===== src/rtl/pe_cntl_pkg.sv =====
// pe_cntl_pkg: shared FSM state, stream request type and counter-width helper for the PE layer sequencer
package pe_cntl_pkg;
  function automatic int cnt_w(input int n);
    return $clog2(n + 1);
  endfunction
  localparam int NUM_LAYERS_DEF = 4;
  localparam int MAX_FILTERS_DEF = 64;
  localparam int K_GROUP_DEF = 4;
  localparam int PE_ID_W = 8;
  localparam int LW_DEF = cnt_w(NUM_LAYERS_DEF);
  localparam int KW_DEF = cnt_w(MAX_FILTERS_DEF);
  localparam int GW_DEF = cnt_w(K_GROUP_DEF);
  typedef enum logic [3:0] {
    IDLE, CHECK, REQ, WAIT_STREAM, EXEC, WAIT_EXEC, PPU, WAIT_PPU, NEXT
  } pe_seq_state_e;
  typedef struct packed {
    logic [PE_ID_W-1:0] pe_id;
    logic [LW_DEF-1:0] layer;
    logic [KW_DEF-1:0] k_base;
    logic [GW_DEF-1:0] k_cnt;
    logic want_input;
  } req_stream_t;
endpackage


===== src/rtl/pe_group_counter.sv =====
// pe_group_counter: filter-group base register, clamped group size (min of K_GROUP and remainder) and last-group flag
module pe_group_counter import pe_cntl_pkg::*; #(
  parameter int MAX_FILTERS = MAX_FILTERS_DEF,
  parameter int K_GROUP = K_GROUP_DEF,
  localparam int KW = cnt_w(MAX_FILTERS),
  localparam int GW = cnt_w(K_GROUP)
) (
  input  logic clk,
  input  logic rst,
  input  logic clr_i,
  input  logic adv_i,
  input  logic [KW-1:0] num_k_i,
  output logic [KW-1:0] k_base_o,
  output logic [GW-1:0] k_cnt_o,
  output logic last_o
);
  logic [KW-1:0] k_base_q, k_base_d, num_k, rem;
  logic [KW:0] sum;
  always_comb begin
    num_k = (num_k_i > KW'(MAX_FILTERS)) ? KW'(MAX_FILTERS) : num_k_i;
    rem = (num_k > k_base_q) ? num_k - k_base_q : '0;
    k_cnt_o = (rem > KW'(K_GROUP)) ? GW'(K_GROUP) : GW'(rem);
    sum = {1'b0, k_base_q} + {{(KW + 1 - GW){1'b0}}, k_cnt_o};
    last_o = sum >= {1'b0, num_k};
    k_base_d = clr_i ? '0 : adv_i ? sum[KW-1:0] : k_base_q;
  end
  always_ff @(posedge clk) k_base_q <= rst ? '0 : k_base_d;
  assign k_base_o = k_base_q;
endmodule


===== src/rtl/pe_layer_sequencer.sv =====
// pe_layer_sequencer: per-PE FSM walking conv layers and their filter groups through request, stream, exec and PPU phases
module pe_layer_sequencer import pe_cntl_pkg::*; #(
  parameter int NUM_LAYERS = NUM_LAYERS_DEF,
  parameter int MAX_FILTERS = MAX_FILTERS_DEF,
  parameter int K_GROUP = K_GROUP_DEF,
  parameter int PE_ID = 0,
  localparam int LW = cnt_w(NUM_LAYERS),
  localparam int KW = cnt_w(MAX_FILTERS),
  localparam int GW = cnt_w(K_GROUP)
) (
  input  logic clk,
  input  logic rst,
  input  logic start,
  input  logic abort,
  input  logic [LW-1:0] cfg_num_layers,
  output logic [LW-1:0] cur_layer,
  input  logic [KW-1:0] layer_num_k,
  output req_stream_t req,
  output logic req_valid,
  input  logic req_ready,
  input  logic stream_done,
  output logic exec_start,
  input  logic exec_done,
  output logic ppu_start,
  input  logic ppu_done,
  output logic busy,
  output logic run_done
);
  pe_seq_state_e state_q, state_d;
  logic [LW-1:0] cur_layer_q, cur_layer_d, num_layers_q, num_layers_d;
  logic run_done_q, run_done_d, clr, adv, last, final_layer;
  logic [KW-1:0] k_base;
  logic [GW-1:0] k_cnt;
  pe_group_counter #(.MAX_FILTERS(MAX_FILTERS), .K_GROUP(K_GROUP)) u_grp (
    .clk(clk), .rst(rst), .clr_i(clr), .adv_i(adv), .num_k_i(layer_num_k),
    .k_base_o(k_base), .k_cnt_o(k_cnt), .last_o(last)
  );
  assign final_layer = ({1'b0, cur_layer_q} + (LW + 1)'(1)) == {1'b0, num_layers_q};
  always_comb begin
    state_d = state_q;
    cur_layer_d = cur_layer_q;
    num_layers_d = num_layers_q;
    run_done_d = 1'b0;
    clr = 1'b0;
    adv = 1'b0;
    if (abort) begin
      state_d = IDLE;
      cur_layer_d = '0;
      clr = 1'b1;
    end else begin
      case (state_q)
        IDLE: if (start) begin
          num_layers_d = cfg_num_layers;
          run_done_d = cfg_num_layers == '0;
          state_d = (cfg_num_layers == '0) ? IDLE : CHECK;
          cur_layer_d = '0;
          clr = 1'b1;
        end
        CHECK: state_d = (layer_num_k == '0) ? NEXT : REQ;
        REQ: state_d = req_ready ? WAIT_STREAM : REQ;
        WAIT_STREAM: state_d = stream_done ? EXEC : WAIT_STREAM;
        EXEC: state_d = WAIT_EXEC;
        WAIT_EXEC: if (exec_done) begin
          adv = 1'b1;
          state_d = last ? PPU : REQ;
        end
        PPU: state_d = WAIT_PPU;
        WAIT_PPU: state_d = ppu_done ? NEXT : WAIT_PPU;
        NEXT: begin
          run_done_d = final_layer;
          state_d = final_layer ? IDLE : CHECK;
          cur_layer_d = final_layer ? '0 : cur_layer_q + LW'(1);
          clr = 1'b1;
        end
        default: state_d = IDLE;
      endcase
    end
  end
  always_ff @(posedge clk) begin
    state_q <= rst ? IDLE : state_d;
    cur_layer_q <= rst ? '0 : cur_layer_d;
    num_layers_q <= rst ? '0 : num_layers_d;
    run_done_q <= rst ? 1'b0 : run_done_d;
  end
  assign cur_layer = cur_layer_q;
  assign req_valid = state_q == REQ;
  assign exec_start = state_q == EXEC;
  assign ppu_start = state_q == PPU;
  assign busy = state_q != IDLE;
  assign run_done = run_done_q;
  assign req = (state_q == IDLE) ? '0 : req_stream_t'{
    pe_id: PE_ID_W'(PE_ID), layer: cur_layer_q, k_base: k_base, k_cnt: k_cnt, want_input: k_base == '0};
endmodule


===== config.mk =====
export PLATFORM = sky130hd
export DESIGN_NAME = pe_layer_sequencer
export DESIGN_NICKNAME = d
export VERILOG_FILES = /design/src/rtl/pe_cntl_pkg.sv /design/src/rtl/pe_group_counter.sv /design/src/rtl/pe_layer_sequencer.sv
export SDC_FILE = /design/constraint.sdc
export NUM_CORES = 1
export LEC_CHECK = 0
export CAP_MARGIN = 25
export CORE_MARGIN = 3
export CORE_UTILIZATION = 40
export CTS_BUF_LIST = sky130_fd_sc_hd__clkbuf_4 sky130_fd_sc_hd__clkbuf_8
export DETAILED_ROUTE_END_ITERATION = 8
export PLACE_DENSITY = 0.68
export SLEW_MARGIN = 20
export SYNTH_ARGS = -nofsm -noshare
export SYNTH_HDL_FRONTEND = slang
export SYNTH_SLANG_ARGS = --single-unit

===== constraint.sdc =====
create_clock -name clk -period 6.6 [get_ports clk]
set_input_delay 1.98 -clock clk [delete_from_list [all_inputs] [get_ports clk]]
set_output_delay 1.98 -clock clk [all_outputs]
set_load 0.02 [all_outputs]

==> results.py <==
metrics = {
    "setup_path": {
        "cp-start-kind": "input port",
        "endpoint_kind": "output port",
        "arrival_ps": 4480,
        "crit_path_max_incr_delay_ps": 440,
        "reg2reg_setup_slack_ps": 2190,
        "rr_endpoint": "state_q[2]",
        "worst_ep_required_time_ps": 4620,
        "crit_chain": "clkdlybuf4s50_1, inv_2, nand2_1, ha_1, fa_1, buf_4, nand2b_1, a21oi_1, xor2_1, and4b_1, a31oi_2, nor4_1, buf_2",
        "crit_slowest_cell": "clkdlybuf4s50_1",
        "ff2ff_path_depth": 19,
        "path_max_fanout": 6,
        "r2r_start": "u_grp.k_base_o[1]",
        "critPathKind": "input port to output port",
    },
    "pwr": {
        "swShare": 0.2867,
        "p_int_uw": 204.8,
        "p_switching_uw": 82.32,
        "pwr-share-seq": 0.389,
        "power_density_nw_per_um2": 116.4,
        "ir_worst_vdd_v": 0.0001204,
        "p_clk_frac": 0.312,
        "p_comb_frac": 0.299,
        "power_uw": 287.2,
        "p_leak_nw": 1.088,
    },
    "die": {
        "die_height_um": 73.51,
        "io_pins": 48,
        "rows": 23,
        "die_w_um": 73.51,
        "dieArea_um2": 5404,
        "start_util": 0.4339,
        "coreArea_um2": 4202,
    },
    "timing": {
        "min_period_over_period": 0.9781,
        "fmax_ghz": 0.1549,
        "hold_ws_ps": 528.1,
        "maxSlewViolCount": 0,
        "grt_setup_unrepaired": "false",
        "skew_ps": 10.80,
        "setup_viol": 0,
        "timing.final.crit_period_ps": 6455,
        "hold_viol": 0,
    },
    "synth": {
        "synth_ff_type": "dfxtp_1",
        "synth_top_area_frac": 0.1977,
        "postSynthAreaPerCell_um2": 7.351,
        "ys_ff_latch": 18,
        "synth_cell_types": 49,
        "netlist_area_um2": 1823,
        "synthTopCellsByArea": "dfxtp_1 (20%), ha_1 (13%), nor2_1 (5.8%)",
        "synth.yosys.seq_area_share": 0.1977,
        "yosys.area.top_type": "dfxtp_1",
        "yosys_warnings": 0,
        "synthCells": 248,
        "synth_edf_count": 0,
        "async_flop_share": 0,
    },
    "clocking": {
        "clockBufferDepth": 2,
        "root_buffer": "clkbuf_8",
        "clk_pin_slew_worst_paths_ps": 80,
        "h-tree-depth": 1,
        "clock_latency_ps": 250,
        "postCtsSetupBuffers": 0,
        "cts_tree": "done",
        "cts_made_buffers": 3,
        "clkSinkCount": 18,
    },
    "grt": {
        "overflow": 0,
        "grt_pass1_wl_um": 8142,
        "antenna_found_initial": 0,
        "grt_pass1_vias": 1787,
        "grt_start_max_net_pins": 15,
        "grtUsageTotal": 0.1858,
    },
    "detailed_routing": {
        "wirelength_um": 4836,
        "wire_per_inst_um": 13.47,
        "viasPerCell": 5.281,
        "drt_iter0_drc": 100,
        "vias": 1896,
        "antenna_left": 0,
        "firstDrtPassIters": 4,
        "drc_errors": 0,
    },
    "place": {
        "place.gp.congestion": 0.8937,
        "dp.cells": 355,
        "dp_hpwl_um": 4021,
        "place_area_um2": 2414,
        "numPortBuffers": 39,
    },
    "worst_hold_path": {
        "hp-class": "flip-flop to flip-flop",
        "hp-start": "num_layers_q[1]",
        "min_path_cells": 2,
        "whs_endpoint": "num_layers_q[1]",
    },
    "layout": {
        "fin_area_um2": 2466,
        "final_common_cell": "clkdlybuf4s50_1",
        "final_cell_count_no_fill": 359,
        "diodes": 0,
        "layout_common_cells": "clkdlybuf4s50_1 (36), nor2_1 (27), buf_4 (26)",
        "n_fill_cell": 400,
        "area_growth_pct": 35.28,
        "nets": 349,
        "drive_gt1_frac": 0.1456,
    },
    "outcome": {
        "status": "completed",
    },
    "run": {
        "drv_cap": 0,
    },
}
area by class of cell:
type | count | area [um^2] | area share
timing repair buffer | 65 | 570.5 | 0.2314
tap | 50 | 62.56 | 0.02537
inverter | 21 | 78.83 | 0.03196
sequential | 18 | 360.3 | 0.1461
clock buffer | 4 | 55.05 | 0.02232
multi-input combinational | 201 | 1339 | 0.5429
metal layers:
metal	routed length (um)	global-route usage	vias up
met5	0	0	-
li1	-	-	967
met2	2191	0.2913	51
met3	251	0.02462	6
met4	68	0.03421	0
met1	2325	0.2724	872
flip-flops by register name, summed over array words and instances (netlist names):
register and cells:
cur_layer 3, state_q 4, run_done 1, num_layers_q 3, u_grp.k_base_o 7
timing repair:
item / in CTS / in global routing
gates resized for setup: 11 / 6
hold buffers: 0 / 0
endpoints found under the setup margin: 3 / 4
synth_stat cells (6+ instances only):
master and count:
nor2_1 28, nand2_1 24, inv_1 21, ha_1 19, dfxtp_1 18, nor3_1 14, a21oi_1 13, o21ai_0 12
buf_4 8, xnor2_1 8, mux2i_1 6
worst max-delay path: cells and delay by family:
kind,cells,cell delay (ps)
buffers and inverters,4,910
AOI/OAI and AO/OA,2,210
and+or+nand+nor,4,630
xor gates and xnor gates,1,140
adders and majority gates,2,600
how the worst max path moves through the flow:
stage | from | to | slack, ps | cells past startpoint
final | layer_num_k[6] | req[1] | 140 | 13
after global routing | layer_num_k[6] | req[1] | 10 | 12
after CTS | layer_num_k[6] | req[3] | 0.1 | 13
after detailed placement | layer_num_k[6] | req[3] | -340 | 13
after global placement | layer_num_k[6] | req[1] | -270 | 12
after floorplan | layer_num_k[6] | req[1] | 380 | 10
logic make-up after synthesis:
| logic type | synth area share |
|---|---|
| AOI/OAI and AO/OA | 0.1709 |
| xor gates and xnor gates | 0.06246 |
| adders and majority gates | 0.1524 |
| buffers and inverters | 0.09266 |
| DFF | 0.1977 |
| muxes | 0.03295 |
| other | 0.002057 |
| and+or+nand+nor | 0.2890 |
per-stage QoR:
| step | setup TNS (ps) | setup slack [ps] | utilization |
|---|---|---|---|
| 6_report | 0 | 144.9 | 0.5870 |
| 5_1_grt | 0 | 12.68 | 0.5870 |
| 4_1_cts | 0 | 0.1457 | 0.5881 |
| 3_5_place_dp | -965.0 | -335.2 | 0.5744 |
| 3_3_place_gp | -761.1 | -265.1 | 0.5744 |
| 2_1_floorplan | 0 | 379.9 | - |
power by group through the flow:
stage	clock network, mW	registers (mW)	logic [mW]
detailed placement	0	0.114	0.0836
floorplan	0	0.113	0.0512
global route	0.0946	0.112	0.0945
finish	0.0897	0.112	0.0858
CTS	0.0907	0.112	0.0848
global placement	0	0.114	0.0826
No activity file was read; power rests on OpenSTA's default activity.
==> RTL edit (same flow settings) <==
Re-encode `pe_seq_state_e` (9 states) as Gray code, 4 bits wide.
--- a/src/rtl/pe_cntl_pkg.sv
+++ b/src/rtl/pe_cntl_pkg.sv
@@ -12,5 +12,5 @@
   localparam int GW_DEF = cnt_w(K_GROUP_DEF);
   typedef enum logic [3:0] {
-    IDLE, CHECK, REQ, WAIT_STREAM, EXEC, WAIT_EXEC, PPU, WAIT_PPU, NEXT
+    IDLE = 4'b0000, CHECK = 4'b0001, REQ = 4'b0011, WAIT_STREAM = 4'b0010, EXEC = 4'b0110, WAIT_EXEC = 4'b0111, PPU = 4'b0101, WAIT_PPU = 4'b0100, NEXT = 4'b1100
   } pe_seq_state_e;
   typedef struct packed {
Formal check against the unedited RTL: no difference found for any inputs over 10 cycles, from zero or initial values and one cycle with rst high; not proved beyond that.
==> RTL edit against the original RTL <==
Clock skew decreased by 0.0039 ns; register-to-register slack improved by 0.02 ns; routed wire length decreased by 3.0%; highest routed layer unchanged; worst setup slack improved by 0.016 ns; utilization increased by 0.66 points; power increased by 1.1%; sequential cell count unchanged; final area increased by 1.1%; global-route usage decreased by 0.097 points; sequential share of layout area decreased by 0.16 points; final cell count decreased by 1.4%; synthesized area decreased by 0.14%.
==> RTL edit: results (changes against the original RTL) <==
=================================================================================
Average vias per placed instance ...................................         5.29   about the same
Number of different library cells in the post-synthesis netlist ....           51   +4.1%
Fraction of layout cells with a size suffix above 1 ................        16.8%   +2.2 points
Switching component of the power ...................................  0.0000838 W   +1.8%
Ys Warns ...........................................................            0   unchanged
Post-route non-filler standard cell count ..........................          354   -1.4%
Fillers ............................................................          393   -1.8%
Pin count of the biggest net entering global routing ...............           14   -1
Number of H-tree branching levels ..................................            1   unchanged
HPWL after detailed placement ......................................      3910 um   -2.9%
Clock Path Buffers .................................................            2   unchanged
Total CTS buffers ..................................................            3   unchanged
Arr. time, crit path ...............................................      4.46 ns   -0.02 ns
Fraction of the yosys area taken by sequential cells ...............        19.8%   +0.027 points
Wire length of the first global-routing pass .......................      7960 um   -2.2%
Fmax ...............................................................      155 MHz   +0.24%
Async S/R FF share, synth ..........................................           0%   unchanged
Top FF cell, synth ................................................. sky130_fd_sc_hd__dfxtp_1
Power in sequential cells ..........................................   0.000112 W   about the same
Cells after DPL ....................................................          349   -1.7%
Worst slew slack as a fraction of its limit ........................        55.3%
Final Net Count ....................................................          344   -1.4%
Ranking of synthesized cells by area ............................... sky130_fd_sc_hd__dfxtp_1 (20%), sky130_fd_sc_hd__ha_1 (13%), sky130_fd_sc_hd__nor2_1 (5.8%)
Int Power ..........................................................   0.000206 W   +0.79%
Power in combinational cells .......................................  0.0000866 W   +0.9%
Number of flip-flops under the largest register name ...............            7   unchanged
Worst clock skew on the final layout ...............................   0.00686 ns   -0.00394 ns
Top fanout value on the critical path ..............................            7   +1
Ranking of synthesized cells by instance count ..................... sky130_fd_sc_hd__nor2_1 (28), sky130_fd_sc_hd__nand2_1 (24), sky130_fd_sc_hd__ha_1 (19), sky130_fd_sc_hd__inv_1 (19), sky130_fd_sc_hd__dfxtp_1 (18)
First-iteration detailed-routing DRC count .........................           74   -26%
Mean post-synth cell area ..........................................     7.55 um2   +2.8%
Buffers added on ports .............................................           39   unchanged
WL per Instance ....................................................      13.3 um   -1.6%
Status ............................................................. complete, no violations
Last weighted congestion value of the routability-driven placer ....        0.870   -2.7%
Diode count ........................................................            0   unchanged
Number of max-slew violations in the final report ..................            0   unchanged
Cell family with most CP delay ..................................... simple AND/OR/NAND/NOR gates
Delay of the slowest cell on the worst path ........................      0.49 ns   +0.05 ns
Clock root buffer .................................................. sky130_fd_sc_hd__clkbuf_8
Final Hold Fails ...................................................            0   unchanged
P_leak .............................................................      1.08 nW   -0.44%
Combined global-route utilization of all metal layers ..............        18.5%   -0.097 points
Number of flops mapped to enable cells by yosys ....................            0   unchanged
Initial antenna violation count ....................................            0   unchanged
Clock latency on the worst-skew pair ...............................      0.26 ns
Worst IR drop on VDD ...............................................    0.0935 mV   -22%
Detailed-routing iteration count for the pre-antenna-repair pass ...            4   unchanged
Vias in the first global route .....................................         1761   -1.5%
Slowest library cell on the worst path ............................. sky130_fd_sc_hd__clkdlybuf4s50_1
Area post-placement ................................................  0.00242 mm2   +0.31%
Kind of path behind the tightest hold check ........................ register to register
Register clock-pin slew on the reported worst setup and hold paths .      0.07 ns
=================================================================================
[RTL edit: repair_timing]
action	in CTS	in global routing
resized for setup	6	14
cloned	0	0
endpoints found under the setup margin	3	5
buffers inserted	0	1
[RTL edit: worst paths after layout]
| check | from | to | slack, ns | cells after the start |
|---|---|---|---|---|
| worst max register to register | u_grp.k_base_o[1]$_SDFFE_PP0P_ | state_q[2]$_SDFFE_PP0P_ | 2.21 | 19 |
| worst max-delay path | layer_num_k[6] | req[2] | 0.16 | 12 |
| worst min register to register | num_layers_q[1]$_SDFFE_PP0P_ | num_layers_q[1]$_SDFFE_PP0P_ | 0.54 | 2 |
| worst min-delay path | num_layers_q[1]$_SDFFE_PP0P_ | num_layers_q[1]$_SDFFE_PP0P_ | 0.54 | 2 |
[RTL edit: kinds of logic after synthesis]
family | share of synthesized area, %
buf+inv | 9.14
simple gates | 29.0
compound gates | 16.6
mux | 2.75
xor+xnor | 7.22
fa+ha+maj | 15.3
other cells | 0.206
flops | 19.8
[RTL edit: routing by layer]
metal  up-vias  global-route usage (%)  wire length (um)
li1        954                       -                 -
met1       867                    25.1              2240
met2        44                    30.5              2270
met3         6                    2.60               136
met4         0                    4.83                48
met5         -                       0                 0
[RTL edit: per-stage QoR]
step / setup WS (ns) / TNS (ns)
finish: 0.160 / 0
global route: 0.00372 / 0
CTS: 0.0140 / 0
detailed placement: -0.361 / -1.40
global placement: -0.264 / -1.00
floorplan: 0.380 / 0
[RTL edit: layout make-up]
class | instances | area [um2] | share of cell area, %
Clock buffer | 4 | 55.1 | 2.21
Timing Repair Buffer | 68 | 593 | 23.8
Tap cell | 50 | 62.6 | 2.51
Sequential cell | 18 | 360 | 14.5
Multi-Input combinational cell | 195 | 1350 | 54.2
Inverter | 19 | 71.3 | 2.86
[RTL edit: worst register-to-register path, cell delays in order (launching register included)]
cell                        delay, ns
sky130_fd_sc_hd__dfxtp_1         0.51
sky130_fd_sc_hd__inv_1           0.13
sky130_fd_sc_hd__ha_1            0.33
sky130_fd_sc_hd__and3b_1         0.19
sky130_fd_sc_hd__or2_4           0.27
sky130_fd_sc_hd__xor2_1          0.14
sky130_fd_sc_hd__nand3_1         0.11
sky130_fd_sc_hd__or3b_4          0.40
sky130_fd_sc_hd__nor2_2          0.13
sky130_fd_sc_hd__ha_1            0.24
sky130_fd_sc_hd__a21o_1          0.16
sky130_fd_sc_hd__a21oi_2         0.18
sky130_fd_sc_hd__nor2_1          0.09
sky130_fd_sc_hd__xnor2_1         0.13
sky130_fd_sc_hd__ha_1            0.30
sky130_fd_sc_hd__a21o_1          0.19
sky130_fd_sc_hd__a2111oi_2       0.35
sky130_fd_sc_hd__o41ai_1         0.12
sky130_fd_sc_hd__a21oi_1         0.19
sky130_fd_sc_hd__o41ai_1         0.11
